<file path="config.mk">
export PLATFORM = sky130hd
export DESIGN_NAME = tilt_pulse_scheduler
export DESIGN_NICKNAME = d
export VERILOG_FILES = /design/src/rtl/tilt_pulse_scheduler.sv
export SDC_FILE = /design/constraint.sdc
export NUM_CORES = 1
export LEC_CHECK = 0
export BUFFER_PORTS_ARGS = -buffer_cell sky130_fd_sc_hd__buf_2
export CAP_MARGIN = 0
export CORE_MARGIN = 2
export CORE_UTILIZATION = 40
export DETAILED_ROUTE_END_ITERATION = 8
export GPL_TIMING_DRIVEN = 1
export PLACE_DENSITY = 0.64
export SLEW_MARGIN = 10
export SYNTH_ARGS = -nofsm -noshare
export SYNTH_HDL_FRONTEND = slang
export SYNTH_SLANG_ARGS = --single-unit
</file>
<file path="constraint.sdc">
create_clock -name clk -period 3.02 [get_ports clk]
set_input_delay 0.604 -clock clk [delete_from_list [all_inputs] [get_ports clk]]
set_output_delay 0.604 -clock clk [all_outputs]
set_load 0.01 [all_outputs]
</file>
<file path="src/rtl/tilt_pulse_scheduler.sv">
// Tilt-to-move-pulse scheduler: two-stage magnitude/level pipeline, per-axis tick
// counters and an X/Y pulse arbiter. Define TILT_HYST_EN to enable level hysteresis.
module tilt_pulse_scheduler #(
  parameter int DATA_W   = 9,
  parameter int CLK_HZ   = 100000000,
  parameter int THRESH_1 = 12,
  parameter int THRESH_2 = 20,
  parameter int THRESH_3 = 28,
  parameter int THRESH_4 = 40,
  parameter int FREQ_1   = 7,
  parameter int FREQ_2   = 23,
  parameter int FREQ_3   = 47,
  parameter int FREQ_4   = 95,
  parameter int STAGGER  = 100,
  parameter int HYST     = 4
) (
  input  logic              clk,
  input  logic              reset,
  input  logic              enable,
  input  logic [DATA_W-1:0] accel_x_in,
  input  logic [DATA_W-1:0] accel_y_in,
  output logic [3:0]        x_thresh_level,
  output logic [3:0]        y_thresh_level,
  output logic [3:0]        move_pulses,
  output logic              pending
);

  localparam int MAG_W = DATA_W - 1;

  localparam logic [31:0] PERIOD_1 = 32'(CLK_HZ / FREQ_1 - 1);
  localparam logic [31:0] PERIOD_2 = 32'(CLK_HZ / FREQ_2 - 1);
  localparam logic [31:0] PERIOD_3 = 32'(CLK_HZ / FREQ_3 - 1);
  localparam logic [31:0] PERIOD_4 = 32'(CLK_HZ / FREQ_4 - 1);
  localparam logic [31:0] STAGGER_P = 32'(STAGGER);

`ifdef TILT_HYST_EN
  localparam bit HYST_ON = 1'b1;
`else
  localparam bit HYST_ON = 1'b0;
`endif

  // Sign 0 means the low field counts down from full scale, so invert it.
  function automatic logic [MAG_W-1:0] mag_of(input logic [DATA_W-1:0] s);
    return s[DATA_W-1] ? s[MAG_W-1:0] : ~s[MAG_W-1:0];
  endfunction

  function automatic logic [2:0] raw_level(input logic [MAG_W-1:0] m);
    if (int'(m) < THRESH_1)      return 3'd0;
    else if (int'(m) < THRESH_2) return 3'd1;
    else if (int'(m) < THRESH_3) return 3'd2;
    else if (int'(m) < THRESH_4) return 3'd3;
    else                         return 3'd4;
  endfunction

  function automatic int lower_thresh(input logic [2:0] lvl);
    case (lvl)
      3'd1:    return THRESH_1;
      3'd2:    return THRESH_2;
      3'd3:    return THRESH_3;
      3'd4:    return THRESH_4;
      default: return 0;
    endcase
  endfunction

  // Raising is immediate; lowering waits until the magnitude clears the margin.
  function automatic logic [2:0] next_level(input logic [MAG_W-1:0] m,
                                            input logic [2:0]       cur);
    logic [2:0] raw;
    raw = raw_level(m);
    if (!HYST_ON || raw >= cur)                   return raw;
    else if (int'(m) < lower_thresh(cur) - HYST)  return raw;
    else                                          return cur;
  endfunction

  function automatic logic [3:0] therm(input logic [2:0] lvl);
    case (lvl)
      3'd1:    return 4'b0001;
      3'd2:    return 4'b0011;
      3'd3:    return 4'b0111;
      3'd4:    return 4'b1111;
      default: return 4'b0000;
    endcase
  endfunction

  function automatic logic [31:0] period_of(input logic [2:0] lvl);
    case (lvl)
      3'd1:    return PERIOD_1;
      3'd2:    return PERIOD_2;
      3'd3:    return PERIOD_3;
      default: return PERIOD_4;
    endcase
  endfunction

  logic             sign_x, sign_y;
  logic [MAG_W-1:0] mag_x, mag_y;
  logic [2:0]       lvl_x, lvl_y;
  logic [31:0]      cnt_x, act_x, nxt_x;
  logic [31:0]      cnt_y, act_y, nxt_y;
  logic             pend_x, pend_x_dir, pend_y_dir;
  logic             req_x, req_y;

  // NOTE: all state uses non-blocking assignments so every register samples
  // pre-edge values and the pipeline stages stay exactly one cycle apart.
  always_ff @(posedge clk) begin
    if (reset) begin
      sign_x         <= 1'b0;
      sign_y         <= 1'b0;
      mag_x          <= '0;
      mag_y          <= '0;
      lvl_x          <= 3'd0;
      lvl_y          <= 3'd0;
      x_thresh_level <= 4'b0000;
      y_thresh_level <= 4'b0000;
    end else begin
      sign_x         <= accel_x_in[DATA_W-1];
      sign_y         <= accel_y_in[DATA_W-1];
      mag_x          <= mag_of(accel_x_in);
      mag_y          <= mag_of(accel_y_in);
      lvl_x          <= next_level(mag_x, lvl_x);
      lvl_y          <= next_level(mag_y, lvl_y);
      x_thresh_level <= therm(next_level(mag_x, lvl_x));
      y_thresh_level <= therm(next_level(mag_y, lvl_y));
    end
  end

  assign req_x = enable && (cnt_x == act_x) && (lvl_x != 3'd0);
  assign req_y = enable && (cnt_y == act_y) && (lvl_y != 3'd0);

  // The active period only reloads on a tick, so rate changes never cut a period short.
  always_ff @(posedge clk) begin
    if (reset) begin
      cnt_x <= '0;
      act_x <= '0;
      nxt_x <= '0;
      cnt_y <= '0;
      act_y <= STAGGER_P;
      nxt_y <= STAGGER_P;
    end else begin
      if (lvl_x != 3'd0) nxt_x <= period_of(lvl_x);
      if (lvl_y != 3'd0) nxt_y <= period_of(lvl_y);
      if (enable) begin
        if (cnt_x == act_x) begin
          cnt_x <= '0;
          act_x <= nxt_x;
        end else begin
          cnt_x <= cnt_x + 32'd1;
        end
        if (cnt_y == act_y) begin
          cnt_y <= '0;
          act_y <= nxt_y;
        end else begin
          cnt_y <= cnt_y + 32'd1;
        end
      end
    end
  end

  // Arbiter: one pulse per cycle; a waiting Y beats a fresh X, which then waits.
  always_ff @(posedge clk) begin
    if (reset || !enable) begin
      move_pulses <= 4'b0000;
      pending     <= 1'b0;
      pend_x      <= 1'b0;
      pend_x_dir  <= 1'b0;
      pend_y_dir  <= 1'b0;
    end else begin
      move_pulses <= 4'b0000;
      if (pending) begin
        move_pulses <= pend_y_dir ? 4'b1000 : 4'b0100;
        pending     <= req_y;
        pend_y_dir  <= sign_y;
        pend_x      <= pend_x | req_x;
        if (req_x) pend_x_dir <= sign_x;
      end else if (pend_x) begin
        move_pulses <= pend_x_dir ? 4'b0010 : 4'b0001;
        pend_x      <= req_x;
        if (req_x) pend_x_dir <= sign_x;
        pending     <= req_y;
        pend_y_dir  <= sign_y;
      end else if (req_x) begin
        move_pulses <= sign_x ? 4'b0010 : 4'b0001;
        pending     <= req_y;
        pend_y_dir  <= sign_y;
      end else if (req_y) begin
        move_pulses <= sign_y ? 4'b1000 : 4'b0100;
      end
    end
  end

endmodule

</file>
-- Word level (Yosys, flattened, before mapping)
Cells that the tools add are included.
- bits in registers: 232
- input bits: 21
- output and inout port bits: 13
- word-level logic and storage cells: 97
- $add $sub $neg: 2
- order comparisons: 8
- eq/ne operators: 16
- muxes and demuxes: 37
- bitwise gates (word level): 3
- reductions and logical operators: 12
- operators with widths (cell ; count):
    24-bit case mux with 3 select lines ; 2
    32-bit by 1-bit adder with 32-bit output (second input constant) ; 2
    32-bit equality test ; 2
    32-bit 2-to-1 mux ; 2
    8-bit by 5-bit < comparator with 1-bit output (second input constant) ; 4
    4-bit case mux with 4 select lines ; 2
    3-bit 2-to-1 mux ; 10
    3-bit by 2-bit equality test with 1-bit output (second input constant) ; 8
    4-bit 2-to-1 mux ; 6
    8-bit by 4-bit < comparator with 1-bit output (second input constant) ; 2
    8-bit by 6-bit < comparator with 1-bit output (second input constant) ; 2
    8-bit 2-to-1 mux ; 2
    8-bit inverter ; 2
    3-bit by 1-bit equality test with 1-bit output (second input constant) ; 4
    1-bit 2-to-1 mux ; 11
    3-bit nonzero test ; 3
    3-bit equality test (second input constant) ; 2
    1-bit logical AND ; 4
    2-bit 2-to-1 mux ; 2
    2-bit AND reduction ; 2
    2-bit nonzero test ; 1
    1-bit zero test ; 1
    1-bit logical OR ; 1
    1-bit OR ; 1

-- Longest topological paths before layout
- word-level depth: 8
- mapped depth: 8
- mapped depth without buffers: 6

-- Least setup slack after synthesis
No wires, ideal clock.
- kind: input-to-reg
- start point: input enable
- end point: register cnt_y[29]
- library setup time: 0.117 ns
- arrival time: 2.200 ns
- setup slack: 0.703 ns
- cell stages on the path: 6
- cells stage by stage: clkbuf_1 > nand4_1 > nor4_1 > nor2b_1 > xnor2_1 > nor2_1
- RTL lines (element ; RTL line ; RTL):
    start, declared ; 19 ; input logic enable,
    end signal, assigned ; 152 ; cnt_y <= cnt_y + 32'd1;
    end, declared ; 98 ; logic [31:0] cnt_y, act_y, nxt_y;

-- Final worst setup path
- start point: register cnt_x[3]
- end point: register pending
- cells in the longest elaborated chain, start to end: 6
- RTL lines (element ; RTL line ; RTL):
    start, declared ; 97 ; logic [31:0] cnt_x, act_x, nxt_x;
    start signal, assigned ; 146 ; cnt_x <= cnt_x + 32'd1;
    32-bit equality test ; 126 ; assign req_x = enable && (cnt_x == act_x) && (lvl_x != 3'd0);
    1-bit logical AND (2 in a row) ; 126 ;
    1-bit 2-to-1 mux ; 180 ; end else if (req_x) begin
    1-bit 2-to-1 mux ; 174 ; end else if (pend_x) begin
    1-bit 2-to-1 mux ; 168 ; if (pending) begin
    end signal, assigned ; 170 ; pending <= req_y;
    end signal, assigned ; 178 ; pending <= req_y;
    end signal, assigned ; 182 ; pending <= req_y;
    end, declared ; 25 ; output logic pending
No other way between the ends.
A chain may end at the register's enable or synchronous reset.

==> impl_results.md <==
* Clock Latency Late Sink at 0.42 ns
* Via density at 5.129
* Rel. slew slack at 0.4173
* Final setup TNS at 0 ns
* 1st-iter DRT viols at slightly above 300
* Clock sink count at 152
* Post-synthesis average cell area at approximately 8.4 um^2
* GR Util All Layers at 0.1618
* Die Y at 132.3 um
* Nets at slightly above 800
* Critical path type: flip-flop to flip-flop
* R2R cell count at 5
* Inserted Diodes at 0
* Die Area at roughly 18000 um^2
* Number of buffers added on ports at 29
* Post-synth top area share at 0.4618
* WL/cell at 13.21 um
* Crit. End Element: flip-flop
* Setup bufs post-CTS at 0
* Final hold viol count at 0
* Peak supply drop at about 0.38 mV
* # IOs at 34
* Most used DFF post-synth: dfxtp_1
* Final Wtd Congestion at 0.8330
* Synth Register Bits at approximately 150
* Cell accounting for the most synthesized area: dfxtp_1
* Synth async-reset ratio at 0
* Hold Buf Count CTS at 0
* Crit path to: pending
* Flop-to-flop setup slack at 0.61 ns
* Syn. warnings at 0
* Largest net degree at the start of global routing at 49
* Critical Path Fanout Max at 7
* Max clock buf depth at 2
* Worst path arrival time at approximately 2.7 ns
* # fillers at approximately 1600
* Crit path buf inv count at 0
* Area growth from synthesis to layout at 14.30%
* Worst path top cell family by delay: compound AO/OA/AOI/OAI gates
* Worst hold slack at between 0.4 and 0.5 ns
* Data required time of the worst path at 3.34 ns
* Shortest period the worst path allows at about 2.4 ns
* Initial Utilization at 0.4118
* Status: finished, final reports clean
* Residual DRC count at 0
* CTS tree: yes
* Layout cell share with drive strength beyond 1 at 0.1099
* Reg clk slew, reported paths at ~0.06 ns
* Number of synthesized flops with an enable pin at 0
* Detailed-router iteration count before antenna repair at 4
* Synth top area cells: dfxtp_1, nor2_1, xor2_1, xnor2_1, nand4_1
* WL final at ~14000 um
* Post-CTS sizing at 0
* Reg2Reg Capture Point: pending
* Die W at about 130 um
* Dpl hpwl at 9374 um
* Share of the yosys chip area belonging to registers at 0.4618
* Hold crit path type: primary input to flip-flop
* Final Skew at around 0.0070 ns
* CP startpoint kind: flip-flop
* Fmax at 415.0 MHz
* Power per Cell Area at between 600 and 700 nW/um^2
* Clock Tree Root: clkbuf_16
* Number of cell rows at between 40 and 50
* Cells after Synth at 786
* Via Count at roughly 5300
* CP Cell Sequence: or3_1 > a222oi_1 > nand3_1 > o21ai_0 > nor4b_1
* RSZ-0062 raised after global routing: no
* Syn_nets at 809
* Mapped Area at around 6600 um^2
* Slew @ Worst Pin at 0.8708 ns
* Max incr delay on CP at just under 0.6 ns
* Reg2reg start: cnt_x[3]
* Total grt overflow at 0
* Final slew viol count at 0
* Inserted Clock Buffers at 17
* CORE AREA at about 16000 um^2
* Final Cycle Share at 0.7979
* Slowest cell on the critical path: a222oi_1
* Max H-tree Level at 4
* Levels on crit path at 5
* First-pass GRT wire length at between 20000 and 25000 um
* Initial antenna violation count at 0
* Vias in the first global route at between 4000 and 5000
* MaxCap Viol Count at 0
* Leak at approximately 2.6 nW
* Start point of the critical path: cnt_x[3]
* Antenna-violating nets left at 0
* Yosys cell types at 48
* Final setup viols at 0
logic make-up after synthesis:
logic type,count (synthesis),synth area share
compound gates,114,0.09799
simple gates,373,0.2837
fa+ha+maj,2,0.003797
buf+inv,55,0.03228
mux,4,0.006077
flops,152,0.4618
xor+xnor,86,0.1143
worst reg2reg max path, cell delays in order (launching register included):
cell      delay (ns)
dfxtp_1         0.38
or3_1           0.39
a222oi_1        0.59
nand3_1         0.23
o21ai_0         0.43
nor4b_1         0.29
worst min-delay path by stage:
stage             startpoint        to  slack (ns)  depth (start not counted)
6_report       accel_y_in[7]  mag_y[7]        0.42                          3
5_1_grt        accel_y_in[3]  mag_y[3]        0.42                          3
4_1_cts        accel_y_in[7]  mag_y[7]        0.40                          3
3_5_place_dp        nxt_y[9]  nxt_y[9]        0.44                          2
3_3_place_gp        nxt_y[9]  nxt_y[9]        0.44                          2
2_1_floorplan       nxt_y[9]  nxt_y[9]        0.43                          2
sequential cells by signal, indices dropped and copies added (netlist names):
signal          count
act_x              13
act_y              13
cnt_x              32
cnt_y              32
lvl_x               3
lvl_y               3
mag_x               6
mag_y               6
move_pulses         4
nxt_x              13
nxt_y              13
pend_x              1
pend_x_dir          1
pend_y_dir          1
pending             1
sign_x              1
sign_y              1
x_thresh_level      4
y_thresh_level      4
synth_stat cells (4+ instances only):
cell	n
a211oi_1	4
a21oi_1	54
and2_1	4
and3_1	12
buf_1	5
buf_2	5
clkbuf_1	33
dfxtp_1	152
inv_1	12
mux2i_1	4
nand2_1	40
nand2b_1	6
nand3_1	54
nand4_1	46
nor2_1	127
nor2b_1	5
nor3_1	23
nor3b_1	6
nor4_1	18
o21a_1	4
o21ai_0	35
or2_2	7
or3_1	10
or4_1	4
xnor2_1	40
xor2_1	46
routing by layer:
layer,part of all wire,up-vias,track usage
met1,0.52,2411,0.2273
met2,0.43,87,0.2404
met4,0.012,0,0.05675
li1,-,2794,-
met3,0.038,16,0.04152
met5,0,-,0
metrics by stage:
step | setup slack (ns) | utilization | cell area (um^2) | power (mW) | instances
6_report | 0.6104 | 0.4707 | 7531 | 4.526 | 1035
3_3_place_gp | 0.4549 | 0.4371 | 6994 | 2.656 | 1003
5_1_grt | 0.4270 | 0.4707 | 7531 | 4.723 | 1035
4_1_cts | 0.5642 | 0.4707 | 7531 | 4.575 | 1035
2_1_floorplan | 0.7028 | - | 6589 | 2.535 | 786
3_5_place_dp | 0.4556 | 0.4371 | 6994 | 2.661 | 1003
power breakdown:
part / internal [mW] / switching [mW] / total (mW) / leakage, nW
clock: 1.09 / 0.823 / 1.91 / 0.255
sequential: 2.09 / 0.0776 / 2.17 / 1.24
combinational: 0.163 / 0.284 / 0.447 / 1.15
final cells by class:
class                   instances  area, um^2  share of cell area
multi-input cells             579        3353              0.4453
flip-flops and latches        152        3043              0.4041
clock buffers                  21       460.4             0.06114
repair buffers                 44       282.8             0.03755
well taps                     216       270.3             0.03589
clock inverters                11       76.32             0.01013
inverters                      12       45.04            0.005981
layout by cell type (no fill, tap or decap), types with 3 or more instances in the layout:
master,netlist,final
nor2_1,127,127
or4_1,4,4
nor4_2,1,3
buf_4,0,13
nand4_1,46,46
nand3_1,54,54
or3_1,10,10
nor4_1,18,16
clkinv_2,0,4
clkbuf_16,0,17
nor2b_1,5,5
nor3b_1,6,6
o21ai_0,35,35
dfxtp_1,152,152
inv_1,12,12
a21oi_1,54,54
nor3_1,23,23
clkinvlp_4,0,4
nand2_1,40,40
nand2b_1,6,6
and4_1,3,3
clkinv_4,0,3
xor2_1,46,46
and2_1,4,4
a211oi_1,4,4
and3_1,12,12
or2_2,7,7
mux2i_1,4,4
xnor2_1,40,40
o21a_1,4,4
buf_2,5,29
Power figures use the tool's default switching activity.
